$ cat src/rtl/x_uart_tx_frame.sv
// UART transmitter: valid/ready byte capture, optional parity, 1 or 2 stop bits.
// Supports gapless back-to-back frames; o_tx is registered and decoded from the next state.
module x_uart_tx_frame #(
  parameter int p_clk_hz    = 12000000,
  parameter int p_baud      = 115200,
  parameter int p_data_bits = 8,
  parameter int p_parity    = 0,
  parameter int p_stop_bits = 1
) (
  input  logic                   i_clk,
  input  logic                   i_rst_n,
  input  logic [p_data_bits-1:0] i_data,
  input  logic                   i_valid,
  output logic                   o_ready,
  output logic                   o_tx,
  output logic                   o_busy
);
  localparam int P  = p_clk_hz / p_baud;
  localparam int TW = (P >= 2) ? $clog2(P) : 1;
  localparam int BW = (p_data_bits >= 2) ? $clog2(p_data_bits) : 1;

  if (p_data_bits < 5 || p_data_bits > 9) begin : g_bad_data_bits
    $error("x_uart_tx_frame: p_data_bits must be 5..9");
  end
  if (p_parity < 0 || p_parity > 2) begin : g_bad_parity
    $error("x_uart_tx_frame: p_parity must be 0, 1 or 2");
  end
  if (p_stop_bits != 1 && p_stop_bits != 2) begin : g_bad_stop_bits
    $error("x_uart_tx_frame: p_stop_bits must be 1 or 2");
  end
  if (P < 2) begin : g_bad_period
    $error("x_uart_tx_frame: p_clk_hz/p_baud must be at least 2");
  end

  typedef enum logic [2:0] {
    S_IDLE   = 3'd0,
    S_START  = 3'd1,
    S_DATA   = 3'd2,
    S_PARITY = 3'd3,
    S_STOP   = 3'd4
  } state_t;

  state_t                 state, state_nx;
  logic [TW-1:0]          timer, timer_nx;
  logic [BW-1:0]          bit_cnt, bit_nx;
  logic                   stop_cnt, stop_nx;
  logic [p_data_bits-1:0] hold;
  logic                   par_bit, par_nx;
  logic                   tx, tx_nx;
  logic                   bit_end, last_stop, xfer;

  assign bit_end   = (state != S_IDLE) && (timer == TW'(P - 1));
  assign last_stop = (p_stop_bits == 1) || stop_cnt;
  assign o_ready   = (state == S_IDLE) || ((state == S_STOP) && last_stop && bit_end);
  assign xfer      = i_valid && o_ready;
  assign par_nx    = (p_parity == 1) ? ~^i_data : ^i_data;
  assign o_busy    = (state != S_IDLE);
  assign o_tx      = tx;

  always_comb begin
    state_nx = state;
    bit_nx   = bit_cnt;
    stop_nx  = stop_cnt;
    timer_nx = (state == S_IDLE || bit_end) ? '0 : timer + 1'b1;
    case (state)
      S_IDLE:  if (xfer) state_nx = S_START;
      S_START: if (bit_end) begin
        state_nx = S_DATA;
        bit_nx   = '0;
      end
      S_DATA: if (bit_end) begin
        if (bit_cnt == BW'(p_data_bits - 1)) begin
          state_nx = (p_parity != 0) ? S_PARITY : S_STOP;
          stop_nx  = 1'b0;
        end else begin
          bit_nx = bit_cnt + 1'b1;
        end
      end
      S_PARITY: if (bit_end) begin
        state_nx = S_STOP;
        stop_nx  = 1'b0;
      end
      S_STOP: if (bit_end) begin
        if (last_stop) state_nx = xfer ? S_START : S_IDLE;
        else           stop_nx  = 1'b1;
      end
      default: state_nx = S_IDLE;
    endcase

    // line level follows the state we are about to enter, so o_tx can be a flop
    case (state_nx)
      S_START:  tx_nx = 1'b0;
      S_DATA:   tx_nx = hold[bit_nx];
      S_PARITY: tx_nx = par_bit;
      default:  tx_nx = 1'b1;
    endcase
  end

  always_ff @(posedge i_clk) begin
    if (!i_rst_n) begin
      state    <= S_IDLE;
      timer    <= '0;
      bit_cnt  <= '0;
      stop_cnt <= 1'b0;
      hold     <= '0;
      par_bit  <= 1'b0;
      tx       <= 1'b1;
    end else begin
      state    <= state_nx;
      timer    <= timer_nx;
      bit_cnt  <= bit_nx;
      stop_cnt <= stop_nx;
      tx       <= tx_nx;
      if (xfer) begin
        hold    <= i_data;
        par_bit <= par_nx;
      end
    end
  end
endmodule

$ cat config.mk
export PLATFORM = sky130hd
export DESIGN_NAME = x_uart_tx_frame
export DESIGN_NICKNAME = d
export VERILOG_FILES = /design/src/rtl/x_uart_tx_frame.sv
export SDC_FILE = /design/constraint.sdc
export NUM_CORES = 1
export LEC_CHECK = 0
export BUFFER_PORTS_ARGS = -buffer_cell sky130_fd_sc_hd__buf_2
export CAP_MARGIN = 0
export CORE_ASPECT_RATIO = 1.1
export CORE_MARGIN = 2
export CORE_UTILIZATION = 35
export DETAILED_ROUTE_END_ITERATION = 16
export PLACE_DENSITY = 0.62
export SLEW_MARGIN = 20
export SYNTH_ARGS = -nofsm -noshare
export SYNTH_HDL_FRONTEND = slang
export SYNTH_SLANG_ARGS = --single-unit
$ cat constraint.sdc
create_clock -name i_clk -period 2.1 [get_ports i_clk]
set_input_delay 0.105 -clock i_clk [delete_from_list [all_inputs] [get_ports i_clk]]
set_output_delay 0.105 -clock i_clk [all_outputs]
set_load 0.1 [all_outputs]
# Word level (Yosys, flattened, before mapping)
# Index checks and enable logic that the tools add are counted.
word_totals:
  out_inout_bits: 3
  word_cells: 43
  regBits: 23
op_classes:
  n_addsub: 2
  n_bitwise: 1
  n_reduce_logical: 9
  order_cmp: 1
  eq_ne: 9
  muxes: 15
op_table:
  columns: ["operator", "count"]
  rows:
  - ["$mux 3", 9]
  - ["$pmux 3 s5", 1]
  - ["$eq 3x2->1 const B", 4]
  - ["$reduce_xor 8->1", 1]
  - ["$add 7x1->7 const B", 1]
  - ["$eq 7x7->1 const B", 1]
  - ["$eq 3x1->1 const B", 2]
  - ["$eq 3x3->1 const B", 2]
  - ["$pmux 3 s2", 1]
  - ["$lt 3x4->1 const B", 1]
  - ["$add 3x1->3 const B", 1]
  - ["$bmux 1 s3", 1]
  - ["$logic_and 1x1->1", 3]
  - ["$logic_not 3->1", 1]
  - ["$pmux 1 s3", 1]
  - ["$reduce_bool 3->1", 1]
  - ["$logic_or 1x1->1", 2]
  - ["$mux 1", 2]
  - ["$reduce_or 2->1", 1]
  - ["$not 1->1", 1]

# Longest topological paths before layout
depth:
  word_depth: 10
  mapped_depth: 8
  depth_no_buf: 7

# Worst setup path after synthesis
# Ideal clock, no wire load.
synth_timing:
  path_kind: "register -> register"
  start: "register timer[0]"
  end: "register hold[0]"
  setup_time_ns: 0.119
  arrival_time_ns: 3.776
  period_less_slack_ns: 3.895
  stages_incl_launch_ff: 9
  slack_ns: -1.795
  path_cell_list: "dfxtp_1 ha_1 nand3_1 or3_1 clkbuf_1 a21boi_1 nand2_1 mux2i_1 nor2b_1"
synth_via:
  elab_chain_cells: 5
synth_lines:
  columns: ["element", "line_no", "rtl"]
  rows:
  - ["start, declared", "44", "logic [TW-1:0] timer, timer_nx;"]
  - ["start signal, assigned", "110", "timer <= timer_nx;"]
  - ["$eq 7x7->1", "52", "assign bit_end = (state != S_IDLE) && (timer == TW'(P - 1));"]
  - ["$logic_and 1x1->1", "52", null]
  - ["$logic_and 1x1->1", "54", "assign o_ready = (state == S_IDLE) || ((state == S_STOP) && last_stop && bit_end);"]
  - ["$logic_or 1x1->1", "54", null]
  - ["via o_ready", "14", "output logic o_ready,"]
  - ["$logic_and 1x1->1", "55", "assign xfer = i_valid && o_ready;"]
  - ["end signal, assigned", "115", "hold <= i_data;"]
  - ["end, declared", "47", "logic [p_data_bits-1:0] hold;"]
# The timed path passes the listed nets, and every way through them passes these cells.
# A chain may end at the register's enable or synchronous reset.

# Final worst setup path
layout_timing:
  start: "register state[2]"
  end: "register tx, in the netlist o_tx"
layout_via:
  elab_chain_cells: 10
  elab_cells_between_ends: 27
layout_lines:
  columns: ["element", "line_no", "rtl"]
  rows:
  - ["start, declared", "43", "state_t state, state_nx;"]
  - ["start signal, assigned", "109", "state <= state_nx;"]
  - ["$reduce_bool 3->1", "52", null]
  - ["$logic_and 1x1->1", "52", null]
  - ["$logic_and 1x1->1", "54", null]
  - ["$logic_or 1x1->1", "54", null]
  - ["$logic_and 1x1->1", "55", null]
  - ["$mux 1", "84", "if (last_stop) state_nx = xfer ? S_START : S_IDLE;"]
  - ["$mux 3", "83", "S_STOP: if (bit_end) begin"]
  - ["$pmux 3 s5", "65", "case (state)"]
  - ["$eq 3x2->1 or $eq 3x1->1 (tied branches)", "91", "case (state_nx)"]
  - ["$pmux 1 s3 *", "91", null]
  - ["end signal, assigned", "113", "tx <= tx_nx;"]
  - ["end, declared", "49", "logic tx, tx_nx;"]
# Every way passes the cells marked *; elsewhere a longest branch is shown, timed or not. The select of a mux whose other input is x is not followed.

==> results.yml <==
timing:
  rsz0062_at_grt: "true"
  max_freq_mhz: 453.6
  period_share_pct: 105.0
  finalWorstSetupSlack_ps: -104.4
  setup_viol: 1
  hold_viol: 0
  skew_ps: 3.129
  drv_slew: 0
  whs_ps: 121.5
  worst_pin_slew_ps: 485.9
  period_minus_slack_ps: 2204
  slew_headroom_pct: 67.83
synth:
  synth_top_family_by_area: "simple AND/OR/NAND/NOR gates"
  synth_area_um2: 1282
  yosysSeqAreaShare_pct: 35.90
  synth.most_common_cell: "dfxtp_1"
  yosysTopAreaCellShare_pct: 35.90
  synthMuxAreaShare_pct: 7.024
  yosysUniqueCellTypes: 41
  synthTopCellsByArea: "dfxtp_1 36%, mux2i_1 7.0%, xnor2_1 5.5%, nor2b_1 4.9%, a2111oi_0 2.7%"
  synth-edff-count: 0
  synth-xor-area-share_pct: 7.512
  synthAdderAreaFrac_pct: 1.951
  syn_nets: 153
  synth-compound-area-share_pct: 19.71
  yosysWarnings: 0
  syn_area_per_cell_um2: 9.161
  async_reset_ff_share_pct: 0
  syn-instance-count: 140
  synthSimpleGateAreaFrac_pct: 24.20
  ys_ff_latch: 23
  synthTopCellsByCount: "23 x dfxtp_1, 10 x nor2b_1, 9 x mux2i_1, 9 x nor2_1, 8 x xnor2_1"
  yosysTopAreaCell: "dfxtp_1"
  synth_ff_type: "dfxtp_1"
critical_path:
  crit_arrival_ps: 2360
  rrSetupSlack_ps: -100
  required_ps: 2260
  path_max_fanout: 5
  r2r_end: "o_tx"
  ff2ff_path_depth: 6
  worst_setup_path_start_kind: "flip-flop"
  critPathCaptureType: "flip-flop"
  cp-startpoint: "state[2]"
  worst-setup-path-type: "reg -> reg"
  reg2reg_from: "state[2]"
  endpoint: "o_tx"
drt:
  route.detailed.drc: 0
  totalWireLength_um: 3054
  vias: 1127
  ant_nets: 0
  firstDrtPassIters: 4
  routed_via_density: 5.146
  routedWlPerCell_um: 13.95
  drtIter0Drc: 34
die:
  design.portCount: 14
  die_area_um2: 4165
  dieHeight_um: 67.49
  start_util_pct: 35.94
  core_area_um2: 3568
  die_w_um: 61.72
  placementRows: 23
finish:
  syn_to_final_growth_pct: 30.54
  design_area_um2: 1674
  antennaDiodeCount: 0
  utilization_pct: 46.91
  stdcell_count: 219
  fin_nets: 183
  drive_above_1_share_pct: 30.77
  fill_cells: 365
clock_tree:
  clk_path_buf_depth: 2
  numCtsBuffers: 3
  htreeDepth: 1
  cts_tree: "done"
  clkSlewWorstSetupHoldPaths_ps: 80
  postCtsHoldBufs: 0
  clk_latency_ps: 270
  clock-sinks: 23
  cts_root_buf: "clkbuf_8"
placement:
  portBuffers: 13
  placed_area_um2: 1570
  place.gp.congestion: 0.8062
  dp.cells: 214
  place_hpwl_um: 2316
pwr:
  fin_total_pwr_mw: 0.9113
  leakage_nw: 0.7059
  powerDensity_nw_per_um2: 544.4
  max-vdd-ir-drop_v: 0.0003748
run_status:
  status: "finished, violations left"
  failed_checks: "negative setup slack"
global_routing:
  antenna_found_initial: 0
  overflow: 0
  grt_pass1_wl_um: 5016
  grt_pass1_vias: 1141
  grt_use_total_pct: 16.55
  grt_max_degree: 18
run:
  maxCapViolCount: 0
worst_hold_path:
  hold_path.class: "in -> reg"
  min_from: "i_data[0]"
## registers in the layout, summed over array words and instances (netlist names)
name	count
bit_cnt	3
o_tx	1
state	3
par_bit	1
timer	7
hold	8
## layout by cell type (no fill, tap or decap), types with 4 or more instances in the layout
master	Yosys	layout
dfxtp_1	23	21
buf_4	0	19
buf_2	2	12
nor2b_1	10	10
nor2_1	9	9
mux2i_1	9	9
xnor2_1	8	8
nand3_1	6	5
nand2b_1	4	4
o31a_1	4	4
a2111oi_2	0	4
a21oi_1	4	4
o21ai_0	6	4
## layout make-up
class / instances / area (um^2) / share of cell area (%)
Clock buffer: 3 / 41.29 / 2.466
Clock inverter: 1 / 5.005 / 0.2990
Inverter: 3 / 11.26 / 0.6726
Multi-Input combinational cell: 107 / 868.3 / 51.87
Sequential cell: 23 / 462.9 / 27.65
Tap cell: 50 / 62.56 / 3.737
Timing Repair Buffer: 32 / 222.7 / 13.30
## how the worst min path moves through the flow
stage               endpoint  slack (ps)  depth (start not counted)
floorplan            hold[0]         230                          1
global placement     hold[3]         390                          3
detailed placement   hold[0]         400                          3
CTS                  hold[0]         120                          3
global route         hold[3]         120                          3
finish               hold[0]         120                          3
## kinds of logic (layout without fill, tap and decap cells)
logic type / count (synthesis) / in the layout
AND/OR/NAND/NOR: 50 / 50
adder cells (fa/ha/maj): 2 / 2
AO/OA/AOI/OAI: 35 / 35
buffers and inverters: 10 / 39
XOR/XNOR: 11 / 11
flip-flops: 23 / 23
multiplexers: 9 / 9
## layer usage
metal,up-vias,share of wire (%),track usage [%]
li1,566,-,-
met1,531,40,16.90
met2,24,54,29.34
met3,6,4.0,5.364
met4,0,1.8,8.511
met5,-,0,0
## critical path: stages (launching register included)
cell and delay [ps]:
dfxtp_1 340, or4b_4 590, nor4_4 330, nor3_2 150
a2111oi_2 440, nor4_2 110, a2bb2oi_1 140
## per-stage QoR
stage | setup TNS, ps | setup WS (ps)
2_1_floorplan | -1853 | -199.9
3_3_place_gp | -49.72 | -49.72
3_5_place_dp | -154.0 | -154.0
4_1_cts | -32.56 | -32.56
5_1_grt | -188.4 | -188.4
6_report | -104.4 | -104.4
## timing repair
item,in CTS,in global routing
pin swaps,1,5
setup buffers,0,1
resized for setup,8,5
endpoints found under the setup margin,1,1
## power breakdown
| part | leakage [nW] | switching (mW) | internal (mW) |
|---|---|---|---|
| registers | 0.188 | 0.0148 | 0.455 |
| logic | 0.492 | 0.0953 | 0.0664 |
| clock network | 0.0255 | 0.147 | 0.133 |
| total | 0.706 | 0.257 | 0.654 |
No activity file was read; power rests on OpenSTA's default activity.
